### config.mk
export PLATFORM = sky130hd
export DESIGN_NAME = uart_tx_buf
export DESIGN_NICKNAME = d
export VERILOG_FILES = /design/src/rtl/uart_tx_buf.sv
export SDC_FILE = /design/constraint.sdc
export NUM_CORES = 1
export LEC_CHECK = 0
export ABC_AREA = 1
export CAP_MARGIN = 15
export CORE_MARGIN = 2
export CORE_UTILIZATION = 45
export CTS_BUF_LIST = sky130_fd_sc_hd__clkbuf_8
export DETAILED_ROUTE_END_ITERATION = 6
export SYNTH_ARGS = -nofsm -noshare
export SYNTH_HDL_FRONTEND = slang
export SYNTH_SLANG_ARGS = --single-unit
### constraint.sdc
create_clock -name sys_clk -period 3.2 [get_ports sys_clk]
set_input_delay 0.64 -clock sys_clk [delete_from_list [all_inputs] [get_ports sys_clk]]
set_output_delay 0.64 -clock sys_clk [all_outputs]
set_load 0.01 [all_outputs]
### src/rtl/uart_tx_buf.sv
`default_nettype none
// ============================================================================
// Module   : uart_tx_buf
// Brief    : FIFO-buffered UART transmitter, valid/ready byte input, 8N1 LSB
//            first. Define UART_TX_PARITY_EN to insert an even parity bit.
// Revision : 1.0 - initial release
// ============================================================================
module uart_tx_buf #(
    parameter int CLK_FREQ   = 50_000_000,
    parameter int UART_BPS   = 9600,
    parameter int FIFO_DEPTH = 8,
    localparam int FIFO_AW   = $clog2(FIFO_DEPTH)
) (
    input  logic             sys_clk,
    input  logic             sys_rst,
    input  logic [7:0]       tx_data,
    input  logic             tx_valid,
    output logic             tx_ready,
    output logic             tx,
    output logic             tx_busy,
    output logic [FIFO_AW:0] fifo_cnt
);

    localparam int c_BAUD_CNT_MAX = CLK_FREQ / UART_BPS;
    localparam int c_BAUD_W       = (c_BAUD_CNT_MAX > 1) ? $clog2(c_BAUD_CNT_MAX) : 1;
    localparam logic [c_BAUD_W-1:0] c_BAUD_LAST = c_BAUD_W'(c_BAUD_CNT_MAX - 1);
    localparam logic [FIFO_AW:0]    c_FIFO_FULL = (FIFO_AW + 1)'(FIFO_DEPTH);

    typedef enum logic [2:0] {
        S_IDLE   = 3'd0,
        S_START  = 3'd1,
        S_DATA   = 3'd2,
`ifdef UART_TX_PARITY_EN
        S_PARITY = 3'd4,
`endif
        S_STOP   = 3'd3
    } state_t;

    state_t              r_state;
    logic [c_BAUD_W-1:0] r_baud_cnt;
    logic [2:0]          r_bit_idx;
    logic [7:0]          r_shift;
    logic                r_tx;
`ifdef UART_TX_PARITY_EN
    logic                r_parity;
`endif

    logic [7:0]          r_mem [FIFO_DEPTH];
    logic [FIFO_AW-1:0]  r_wr_ptr;
    logic [FIFO_AW-1:0]  r_rd_ptr;
    logic [FIFO_AW:0]    r_fifo_cnt;

    logic                w_push;
    logic                w_pop;
    logic                w_bit_end;
    logic                w_fifo_nempty;
    logic                w_tx_next;

    assign w_fifo_nempty = (r_fifo_cnt != '0);
    assign w_bit_end     = (r_baud_cnt == c_BAUD_LAST);
    assign w_push        = tx_valid && tx_ready;
    // A byte leaves the FIFO exactly when the FSM commits to a new start bit.
    assign w_pop         = w_fifo_nempty &&
                           ((r_state == S_IDLE) || ((r_state == S_STOP) && w_bit_end));

    always_ff @(posedge sys_clk) begin
        if (w_push) begin
            r_mem[r_wr_ptr] <= tx_data;
        end
    end

    always_ff @(posedge sys_clk or posedge sys_rst) begin
        if (sys_rst) begin
            r_wr_ptr   <= '0;
            r_rd_ptr   <= '0;
            r_fifo_cnt <= '0;
        end else begin
            if (w_push) begin
                r_wr_ptr <= r_wr_ptr + FIFO_AW'(1);
            end
            if (w_pop) begin
                r_rd_ptr <= r_rd_ptr + FIFO_AW'(1);
            end
            case ({w_push, w_pop})
                2'b10:   r_fifo_cnt <= r_fifo_cnt + (FIFO_AW + 1)'(1);
                2'b01:   r_fifo_cnt <= r_fifo_cnt - (FIFO_AW + 1)'(1);
                default: r_fifo_cnt <= r_fifo_cnt;
            endcase
        end
    end

    always_comb begin
        w_tx_next = 1'b1;
        case (r_state)
            S_START:  w_tx_next = 1'b0;
            S_DATA:   w_tx_next = r_shift[0];
`ifdef UART_TX_PARITY_EN
            S_PARITY: w_tx_next = r_parity;
`endif
            default:  w_tx_next = 1'b1;
        endcase
    end

    // The line register trails the state by one clock, so every bit keeps its
    // full BAUD_CNT_MAX width and consecutive frames abut with no gap.
    always_ff @(posedge sys_clk or posedge sys_rst) begin
        if (sys_rst) begin
            r_state    <= S_IDLE;
            r_baud_cnt <= '0;
            r_bit_idx  <= '0;
            r_shift    <= '0;
            r_tx       <= 1'b1;
`ifdef UART_TX_PARITY_EN
            r_parity   <= 1'b0;
`endif
        end else begin
            r_tx <= w_tx_next;

            if ((r_state == S_IDLE) || w_bit_end) begin
                r_baud_cnt <= '0;
            end else begin
                r_baud_cnt <= r_baud_cnt + c_BAUD_W'(1);
            end

            case (r_state)
                S_IDLE: begin
                    if (w_fifo_nempty) begin
                        r_state <= S_START;
                    end
                end
                S_START: begin
                    if (w_bit_end) begin
                        r_state   <= S_DATA;
                        r_bit_idx <= '0;
                    end
                end
                S_DATA: begin
                    if (w_bit_end) begin
                        r_shift   <= {1'b0, r_shift[7:1]};
                        r_bit_idx <= r_bit_idx + 3'd1;
                        if (r_bit_idx == 3'd7) begin
`ifdef UART_TX_PARITY_EN
                            r_state <= S_PARITY;
`else
                            r_state <= S_STOP;
`endif
                        end
                    end
                end
`ifdef UART_TX_PARITY_EN
                S_PARITY: begin
                    if (w_bit_end) begin
                        r_state <= S_STOP;
                    end
                end
`endif
                S_STOP: begin
                    if (w_bit_end) begin
                        r_state <= w_fifo_nempty ? S_START : S_IDLE;
                    end
                end
                default: r_state <= S_IDLE;
            endcase

            if (w_pop) begin
                r_shift  <= r_mem[r_rd_ptr];
`ifdef UART_TX_PARITY_EN
                r_parity <= ^r_mem[r_rd_ptr];
`endif
            end
        end
    end

    assign tx_ready = (r_fifo_cnt != c_FIFO_FULL);
    assign tx       = r_tx;
    assign tx_busy  = (r_state != S_IDLE) || w_fifo_nempty;
    assign fifo_cnt = r_fifo_cnt;

endmodule
`default_nettype wire

==> results of run 1 <==
## routing by layer
layer / GRT usage, % / part of all wire [%] / vias up
met2: 28.6 / 48 / 75
met4: 6.03 / 2.2 / 0
li1: - / - / 1649
met3: 4.01 / 4.2 / 15
met5: 0 / 0 / -
met1: 23.0 / 46 / 1513
## worst paths after layout
kind	startpoint	end	slack (ns)	cells past startpoint
min in group asynchronous	sys_rst	fifo_cnt[3]$_DFFE_PP0P_	0.69	3
setup reg to reg	r_state[0]$_DFFE_PP0P_	fifo_cnt[2]$_DFFE_PP0P_	0.96	11
max in group asynchronous	sys_rst	tx$_DFF_PP1_	2.15	3
hold reg to reg	r_baud_cnt[0]$_DFF_PP0_	r_baud_cnt[0]$_DFF_PP0_	0.47	1
hold / removal	r_baud_cnt[0]$_DFF_PP0_	r_baud_cnt[0]$_DFF_PP0_	0.47	1
setup / recovery	fifo_cnt[0]$_DFFE_PP0P_	tx_busy	0.81	5
## power by group through the flow
stage / clock (mW) / sequential, mW / combinational, mW
global placement: 0 / 1.84 / 1.58
floorplan: 0 / 1.83 / 1.22
detailed placement: 0 / 1.85 / 1.60
finish: 0.732 / 1.82 / 1.59
global route: 0.812 / 1.85 / 1.84
CTS: 0.756 / 1.82 / 1.61
## cells in the mapped netlist (4+ instances only)
master and number:
a21oi_1 6, buf_2 7, buf_4 4, dfrtp_1 36
edfxtp_1 64, ha_1 12, inv_1 45, inv_2 4
nand2_1 147, nand3_1 36, nand4_1 4, nor2_1 54
nor3_1 8, o21ai_0 25, xor2_1 5
## kinds of logic after synthesis
group	share of synthesized area [%]
xor gates and xnor gates	1.10
DFF	59.8
adders and majority gates	3.15
AOI/OAI and AO/OA	5.15
and+or+nand+nor	24.7
buffers and inverters	6.09
## stage by stage
stage	util [%]	hold WS [ns]	instances	instance area (um2)
5_1_grt	50.5	0.504	656	5210
3_3_place_gp	48.8	0.445	640	5040
6_report	50.5	0.467	656	5210
4_1_cts	50.5	0.467	656	5210
3_5_place_dp	48.8	0.454	640	5040
2_1_floorplan	-	0.431	498	4760
## registers in the layout, summed over array words and instances (netlist names)
register    count
r_mem          64
r_bit_idx       3
tx              1
r_state         2
r_shift         8
r_rd_ptr        3
r_baud_cnt     13
r_wr_ptr        3
fifo_cnt        4
## layout make-up
cell class / count / area (um2)
Clock inverter: 7 / 51.3
Clock buffer: 9 / 124
Sequential cell: 101 / 2850
Tap cell: 136 / 170
Timing Repair Buffer: 21 / 200
Multi-Input combinational cell: 330 / 1620
Inverter: 52 / 195
Fill cell: 977 / 5110
## worst register-to-register path, cell delays in order (launching register included)
cell and delay, ns:
dfrtp_1 0.42, inv_1 0.10, ha_1 0.25, inv_1 0.15
a21oi_4 0.20, ha_1 0.23, xor2_1 0.12, ha_1 0.20
a21oi_1 0.15, nor2_1 0.06, nand3b_1 0.15, o21a_1 0.10
==> out/metrics.cfg, run 1 <==
[final_layout]
area_growth_pct=9.46
final_cell_mix=147 x nand2_1, 64 x edfxtp_1, 54 x nor2_1, 47 x inv_1
nets=538
antenna_cells=0
drive_gt1_share_pct=8.08
final_common_cell=nand2_1

[logic_synthesis]
yosysWarnings=0
synthCells=498
syn_area_mm2=0.00476
synthFlopType=edfxtp_1
synth.distinct_cells=38
synth_top_cell_by_area=edfxtp_1
synth_top_area_share_pct=40.3
synth_seq_cells=101
synth.top_cells.by_area=edfxtp_1 40%, dfrtp_1 19%, nand2_1 12%
syn_nets=521
avgSynthCellArea_um2=9.56
ys_seq_area_share_pct=59.8
synth_edf_count=64
ys_async_sr_fraction_pct=36.6

[drt]
drc=0
first_iter_violations=163
wirelength_um=9150
vias_per_cell=4.96
wl_per_cell_um=13.9
num_vias=3252
ant_nets=0
dr.pass1.iters=4

[worst_setup_path]
end_kind=output pin
critPathSlowestCell=clkdlybuf4s50_1
cp.buffers_inverters=2
cp.required_ns=2.56
path_class=reg2out
critPathMaxFanout=6
path_delay_family=buffers and inverters
worstPathCellList=nor2_2 > nand3_2 > inv_1 > nand2_1 > clkdlybuf4s50_1
cp.arrival_ns=1.75
start_kind=flip-flop
slowest_delay_ns=0.48

[global_routing]
grt_overflow=0
grt_max_degree=40
first_global_vias=3108
grt_antenna_before_repair=0
grt_usage_pct=17.5
grt_pass1_wl_um=15300

[floorplan]
top_level_ports=18
start_util_pct=46.1
die-area_mm2=0.0114
fp.dieH_um=107
num_rows=37
fp.dieW_um=107
coreArea_mm2=0.0103

[pwr]
combPwrFrac_pct=38.4
sw_frac_of_total_pct=39.6
pwr-share-seq_pct=43.9
static-leakage-power_nw=2.19
clkPwrFrac_pct=17.7
power_mw=4.14
pwr_density_cell_mw_per_mm2=795
ir_drop_v=0.000330
power.internal_mw=2.50
switchingPower_mw=1.64

[clock_network]
cts_buffer_depth=2
cts_tree=built
cts_buffers=9
clock-sinks=101
postCtsSetupBuffers=0
cts-hold-fix-buffers=0
ctsRootBufferMaster=clkbuf_8
insertion_delay_ns=0.37
cts_resized=0
clkTransAtPathRegs_ns=0.09
htreeDepth=3

[timing]
tightestPinTransition_ns=0.702
maxSlewHeadroom_pct=53.0
hold_violations=0
fmax_mhz=419
rsz0062_at_grt=false
min_period_ns=2.39
final-max-slew-violation-count=0
finalClockSkew_ns=0.00730
setup_slack_ns=0.811
tns_ns=0
final-setup-viol-count=0
timing.final.crit_share_pct=74.6

[outcome]
outcome=completed

[placed_design]
pre_cts_slack_ns=0.633
gp_congestion=0.808
dp_hpwl_um=6400
port-buffer-count=17

[flow_run]
cap_violations=0

[hold_path]
min_path_type=reg2reg

Power figures use the tool's default switching activity.
==> run 2: changes to the inputs <==
==> constraint.sdc (replaced) <==
create_clock -name sys_clk -period 2.3 [get_ports sys_clk]
set_input_delay 0.46 -clock sys_clk [delete_from_list [all_inputs] [get_ports sys_clk]]
set_output_delay 0.46 -clock sys_clk [all_outputs]
set_load 0.01 [all_outputs]
==> run 2 against run 1 <==
Cell area increased by 2.8%. Flip-flop and latch count unchanged. Critical path depth unchanged. Cell count increased by 2.0%. Global-route usage increased by 0.32 points. Utilization increased by 1.4 points. Sequential share of layout area decreased by 1.4 points. Largest cell class unchanged. Largest power group unchanged. Highest routed layer unchanged.
==> out/metrics.cfg, run 2 (synthesis gave the netlist of run 1 again) <==
[final_layout]
stdcell_area_mm2=0.00536
instances_no_fill=669
area_growth_pct=12.5
largest_reg_flops=64
final_common_cell=nand2_1
drive_gt1_share_pct=11.4
nets=551
top_regs=r_mem (64), r_baud_cnt (13), r_shift (8)
antenna_cells=0
top_register=r_mem
final_cell_mix=147 x nand2_1, 64 x edfxtp_1, 54 x nor2_1, 45 x inv_1, 36 x nand3_1

[global_routing]
grt_usage_pct=17.8
grt_antenna_before_repair=0
grt_max_degree=38
grt_overflow=0
grt_pass1_wl_um=15700
first_global_vias=3137

[pwr]
pwr-share-seq_pct=43.3
power.internal_mw=3.57
combPwrFrac_pct=37.9
pwr_density_cell_mw_per_mm2=1120
static-leakage-power_nw=2.27
switchingPower_mw=2.41
sw_frac_of_total_pct=40.2
ir_drop_v=0.000413
power_mw=5.98
clkPwrFrac_pct=18.8

[drt]
dr.pass1.iters=4
wl_per_cell_um=14.0
met3WireLength_um=260
drc=0
first_iter_violations=174
met1Wirelength_um=4340
num_vias=3306
vias_per_cell=4.94
wirelength_um=9340
ant_nets=0
met2WireLength_um=4530
maxUsedRoutingLayer=met4

[worst_setup_path]
path_class=reg2out
cp.required_ns=1.84
start_kind=flip-flop
end_kind=output pin
startpoint=fifo_cnt[0]$_DFFE_PP0P_
reg2reg_from=r_baud_cnt[0]$_DFF_PP0_
critPathSlowestCell=clkdlybuf4s50_1
slowest_delay_ns=0.48
cp.buffers_inverters=2
worstPathCellList=nor2_2 > nand3_2 > inv_1 > nand2_1 > clkdlybuf4s50_1
cp.arrival_ns=1.75
critPathMaxFanout=6
path_delay_family=buffers and inverters

[timing]
min_period_ns=2.21
final-max-slew-violation-count=0
finalClockSkew_ns=0.0182
fmax_mhz=453
tightestPinTransition_ns=0.486
final-setup-viol-count=0
timing.final.crit_share_pct=96.0
hold_violations=0
maxSlewHeadroom_pct=67.6

[floorplan]
start_util_pct=46.1
die-area_mm2=0.0114
fp.dieW_um=107
top_level_ports=18
fp.dieH_um=107
coreArea_mm2=0.0103
num_rows=37

[clock_network]
clock-sinks=101
clkTransAtPathRegs_ns=0.11
cts_buffers=9
insertion_delay_ns=0.38
ctsRootBufferMaster=clkbuf_8
cts_buffer_depth=2
postCtsSetupBuffers=0
cts_tree=built
htreeDepth=3

[placed_design]
gp_congestion=0.783
dp_hpwl_um=6480
placed_area_mm2=0.00514
place_inst=653
port-buffer-count=17

[flow_run]
cap_violations=0

[outcome]
outcome=completed

[hold_path]
min_path_type=in2async

==> run 2: through the flow <==
| step | TNS, ns | setup slack [ns] | utilization [%] | hold slack (ns) |
|---|---|---|---|---|
| finish | 0 | 0.0919 | 51.9 | 0.466 |
| global route | -0.00748 | -0.00748 | 51.9 | 0.497 |
| CTS | 0 | 0.0666 | 51.7 | 0.470 |
| detailed placement | 0 | 0.0940 | 49.8 | 0.456 |
| global placement | 0 | 0.113 | 49.8 | 0.444 |
| floorplan | 0 | 0.0875 | - | 0.431 |
==> run 2: power by group through the flow <==
| stage | Clock, mW | Combinational [mW] | Sequential, mW |
|---|---|---|---|
| finish | 1.12 | 2.27 | 2.59 |
| global route | 1.22 | 2.62 | 2.64 |
| CTS | 1.16 | 2.27 | 2.58 |
| detailed placement | 0 | 2.27 | 2.62 |
| global placement | 0 | 2.22 | 2.61 |
| floorplan | 0 | 1.70 | 2.54 |
==> run 2: tightest hold or removal path: stages <==
cell and delay, ns:
clkdlybuf4s50_1 0.40, inv_1 0.05, buf_4 0.40
==> run 2: layout make-up <==
class / instances / area, um2
Multi-Input combinational cell: 330 / 1640
Clock inverter: 7 / 75.1
Clock buffer: 9 / 124
Sequential cell: 101 / 2850
Tap cell: 136 / 170
Inverter: 52 / 195
Fill cell: 926 / 4970
Timing Repair Buffer: 34 / 298
==> run 2: what timing repair did <==
action,CTS,global route
hold buffers,0,0
setup endpoints to repair,0,3
hold endpoints to repair,0,0
gates resized for setup,0,5
==> run 2: routing by layer <==
metal | vias to the layer above | GRT usage [%]
li1 | 1685 | -
met1 | 1557 | 22.7
met2 | 49 | 30.2
met3 | 15 | 3.28
met4 | 0 | 6.86
met5 | - | 0
==> run 2: final timing paths <==
| kind | end | slack [ns] | cells after the start |
|---|---|---|---|
| worst min register to register | r_baud_cnt[0]$_DFF_PP0_ | 0.47 | 1 |
| worst max register to register | fifo_cnt[2]$_DFFE_PP0P_ | 0.18 | 12 |
| worst min-delay path | fifo_cnt[3]$_DFFE_PP0P_ | 0.47 | 3 |
| min in group sys_clk | r_baud_cnt[0]$_DFF_PP0_ | 0.47 | 1 |
| max in group asynchronous | tx$_DFF_PP1_ | 1.45 | 3 |
| worst max-delay path | tx_busy | 0.09 | 5 |
==> run 3: changes to the inputs <==
--- a/config.mk
+++ b/config.mk
@@ -7,7 +7,7 @@
 export LEC_CHECK = 0
 export ABC_AREA = 1
 export CAP_MARGIN = 15
-export CORE_MARGIN = 2
+export CORE_MARGIN = 1.5
 export CORE_UTILIZATION = 45
 export CTS_BUF_LIST = sky130_fd_sc_hd__clkbuf_8
 export DETAILED_ROUTE_END_ITERATION = 6
==> run 3 against run 2 <==
Cell count unchanged. Register-to-register slack worse by 0.08 ns. Critical path depth up 7. First-iteration DRC count down 31%. Non-clock buffer count unchanged. Power down 2.2%. Hold slack worse by 0.11 ns. Combinational power about the same. Clock skew down 0.011 ns. Global-route usage down 0.25 points. Sequential power down 2%.
==> out/metrics.cfg, run 3 (synthesis gave the netlist of run 1 again) <==
[floorplan]
fp.dieH_um=106
fp.dieW_um=106
num_rows=37
top_level_ports=18
coreArea_mm2=0.0103
die-area_mm2=0.0112
start_util_pct=46.3

[timing]
maxSlewHeadroom_pct=67.8
final-max-slew-violation-count=0
timing.final.crit_share_pct=95.7
final-setup-viol-count=0
hold_violations=0
hold_slack_ns=0.355
min_period_ns=2.20
finalClockSkew_ns=0.00764
tightestPinTransition_ns=0.483
fmax_mhz=454

[global_routing]
first_global_vias=3181
grt_overflow=0
grt_usage_pct=17.6
grt_antenna_before_repair=0
grt_max_degree=34
grt_pass1_wl_um=15100

[drt]
wl_per_cell_um=13.5
dr.pass1.iters=5
num_vias=3274
drc=0
vias_per_cell=4.89
ant_nets=0
wirelength_um=9030
first_iter_violations=120

[pwr]
static-leakage-power_nw=2.26
pwr_density_cell_mw_per_mm2=1100
ir_drop_v=0.000483

[final_layout]
top_regs=r_mem (64), r_baud_cnt (13), r_shift (8)
final_cell_mix=147 x nand2_1, 64 x edfxtp_1, 54 x nor2_1, 46 x inv_1
largest_reg_flops=64
utilization_pct=51.9
final_common_cell=nand2_1
multi_input_area_mm2=0.00164
antenna_cells=0
fillers=957
nets=551
drive_gt1_share_pct=10.7
area_growth_pct=12.0
top_register=r_mem
seq_area_mm2=0.00285

[outcome]
outcome=completed

[clock_network]
cts_tree=built
cts-hold-fix-buffers=0
ctsRootBufferMaster=clkbuf_8
cts_buffers=9
clkTransAtPathRegs_ns=0.10
clock-sinks=101
insertion_delay_ns=0.37
htreeDepth=3
cts_buffer_depth=2

[placed_design]
dp_hpwl_um=6050
gp_congestion=0.804
port-buffer-count=17

[worst_setup_path]
end_kind=flip-flop
regToRegSetupSlack_ns=0.1
cp.arrival_ns=2.47
path_class=reg2reg
critPathMaxFanout=5
cp.required_ns=2.57
start_kind=flip-flop

[flow_run]
cap_violations=0

[hold_path]
min_path_type=in2async

run 3: cell types whose count changed in the layout (fill, tap and decap cells not counted), moves of 2 or more:
cell | previous run | this run
inv_8 | 4 | 2
clkinvlp_4 | 0 | 2
dfrtp_1 | 34 | 36
dfrtp_2 | 2 | 0
run 3: final cells by class:
cell class | count | area share (%)
Timing Repair Buffer | 34 | 5.81
Clock buffer | 9 | 2.32
Clock inverter | 7 | 0.961
Tap cell | 136 | 3.19
Multi-Input combinational cell | 330 | 30.7
Sequential cell | 101 | 53.4
Inverter | 52 | 3.66
run 3: routing by layer:
layer / share of wire [%] / GRT usage, %
met1: 45 / 21.1
met2: 49 / 30.1
met3: 3.1 / 3.71
met4: 2.8 / 8.30
met5: 0 / 0
run 3: worst paths after layout:
check                                   startpoint                      end  cells after the start
min in group sys_clk        r_shift[0]$_DFFE_PP0P_             tx$_DFF_PP1_                      2
setup reg to reg           r_baud_cnt[0]$_DFF_PP0_  fifo_cnt[2]$_DFFE_PP0P_                     12
max in group asynchronous                  sys_rst             tx$_DFF_PP1_                      3
hold / removal                             sys_rst  fifo_cnt[3]$_DFFE_PP0P_                      2
setup / recovery           r_baud_cnt[0]$_DFF_PP0_  fifo_cnt[2]$_DFFE_PP0P_                     12
hold reg to reg             r_shift[0]$_DFFE_PP0P_             tx$_DFF_PP1_                      2
run 3: timing repair:
item                                   4_1_cts  5_1_grt
endpoints found under the hold margin        0        0
setup endpoints to repair                    0        1
gates resized for setup                      0        2
buffers inserted                             0        1
run 3: worst max-delay path, cell delays in order, from the launching register on:
cell and delay (ns):
dfrtp_1 0.39, ha_1 0.20, nand2_2 0.11, nor2_4 0.15, nand3_4 0.13, a21oi_4 0.19
ha_4 0.17, xor2_1 0.09, ha_1 0.20, a21oi_1 0.16, nor2_1 0.06, nand3b_1 0.15
o21a_1 0.10
run 3: where the power goes:
part	internal [mW]	leakage (nW)	switching, mW	total (mW)
registers	2.32	1.05	0.225	2.55
clock network	0.401	0.0902	0.620	1.02
logic	0.828	1.12	1.45	2.28
total	3.55	2.26	2.30	5.84
run 3: metrics by stage:
step	cell area (um2)	instances	setup TNS (ns)	setup WS (ns)	power, mW
global route	5340	669	-0.0206	-0.0206	6.33
global placement	5140	652	0	0.125	4.81
finish	5340	669	0	0.0988	5.84
floorplan	4760	498	0	0.0875	4.25
CTS	5320	668	0	0.0435	5.90
detailed placement	5140	652	0	0.0614	4.87
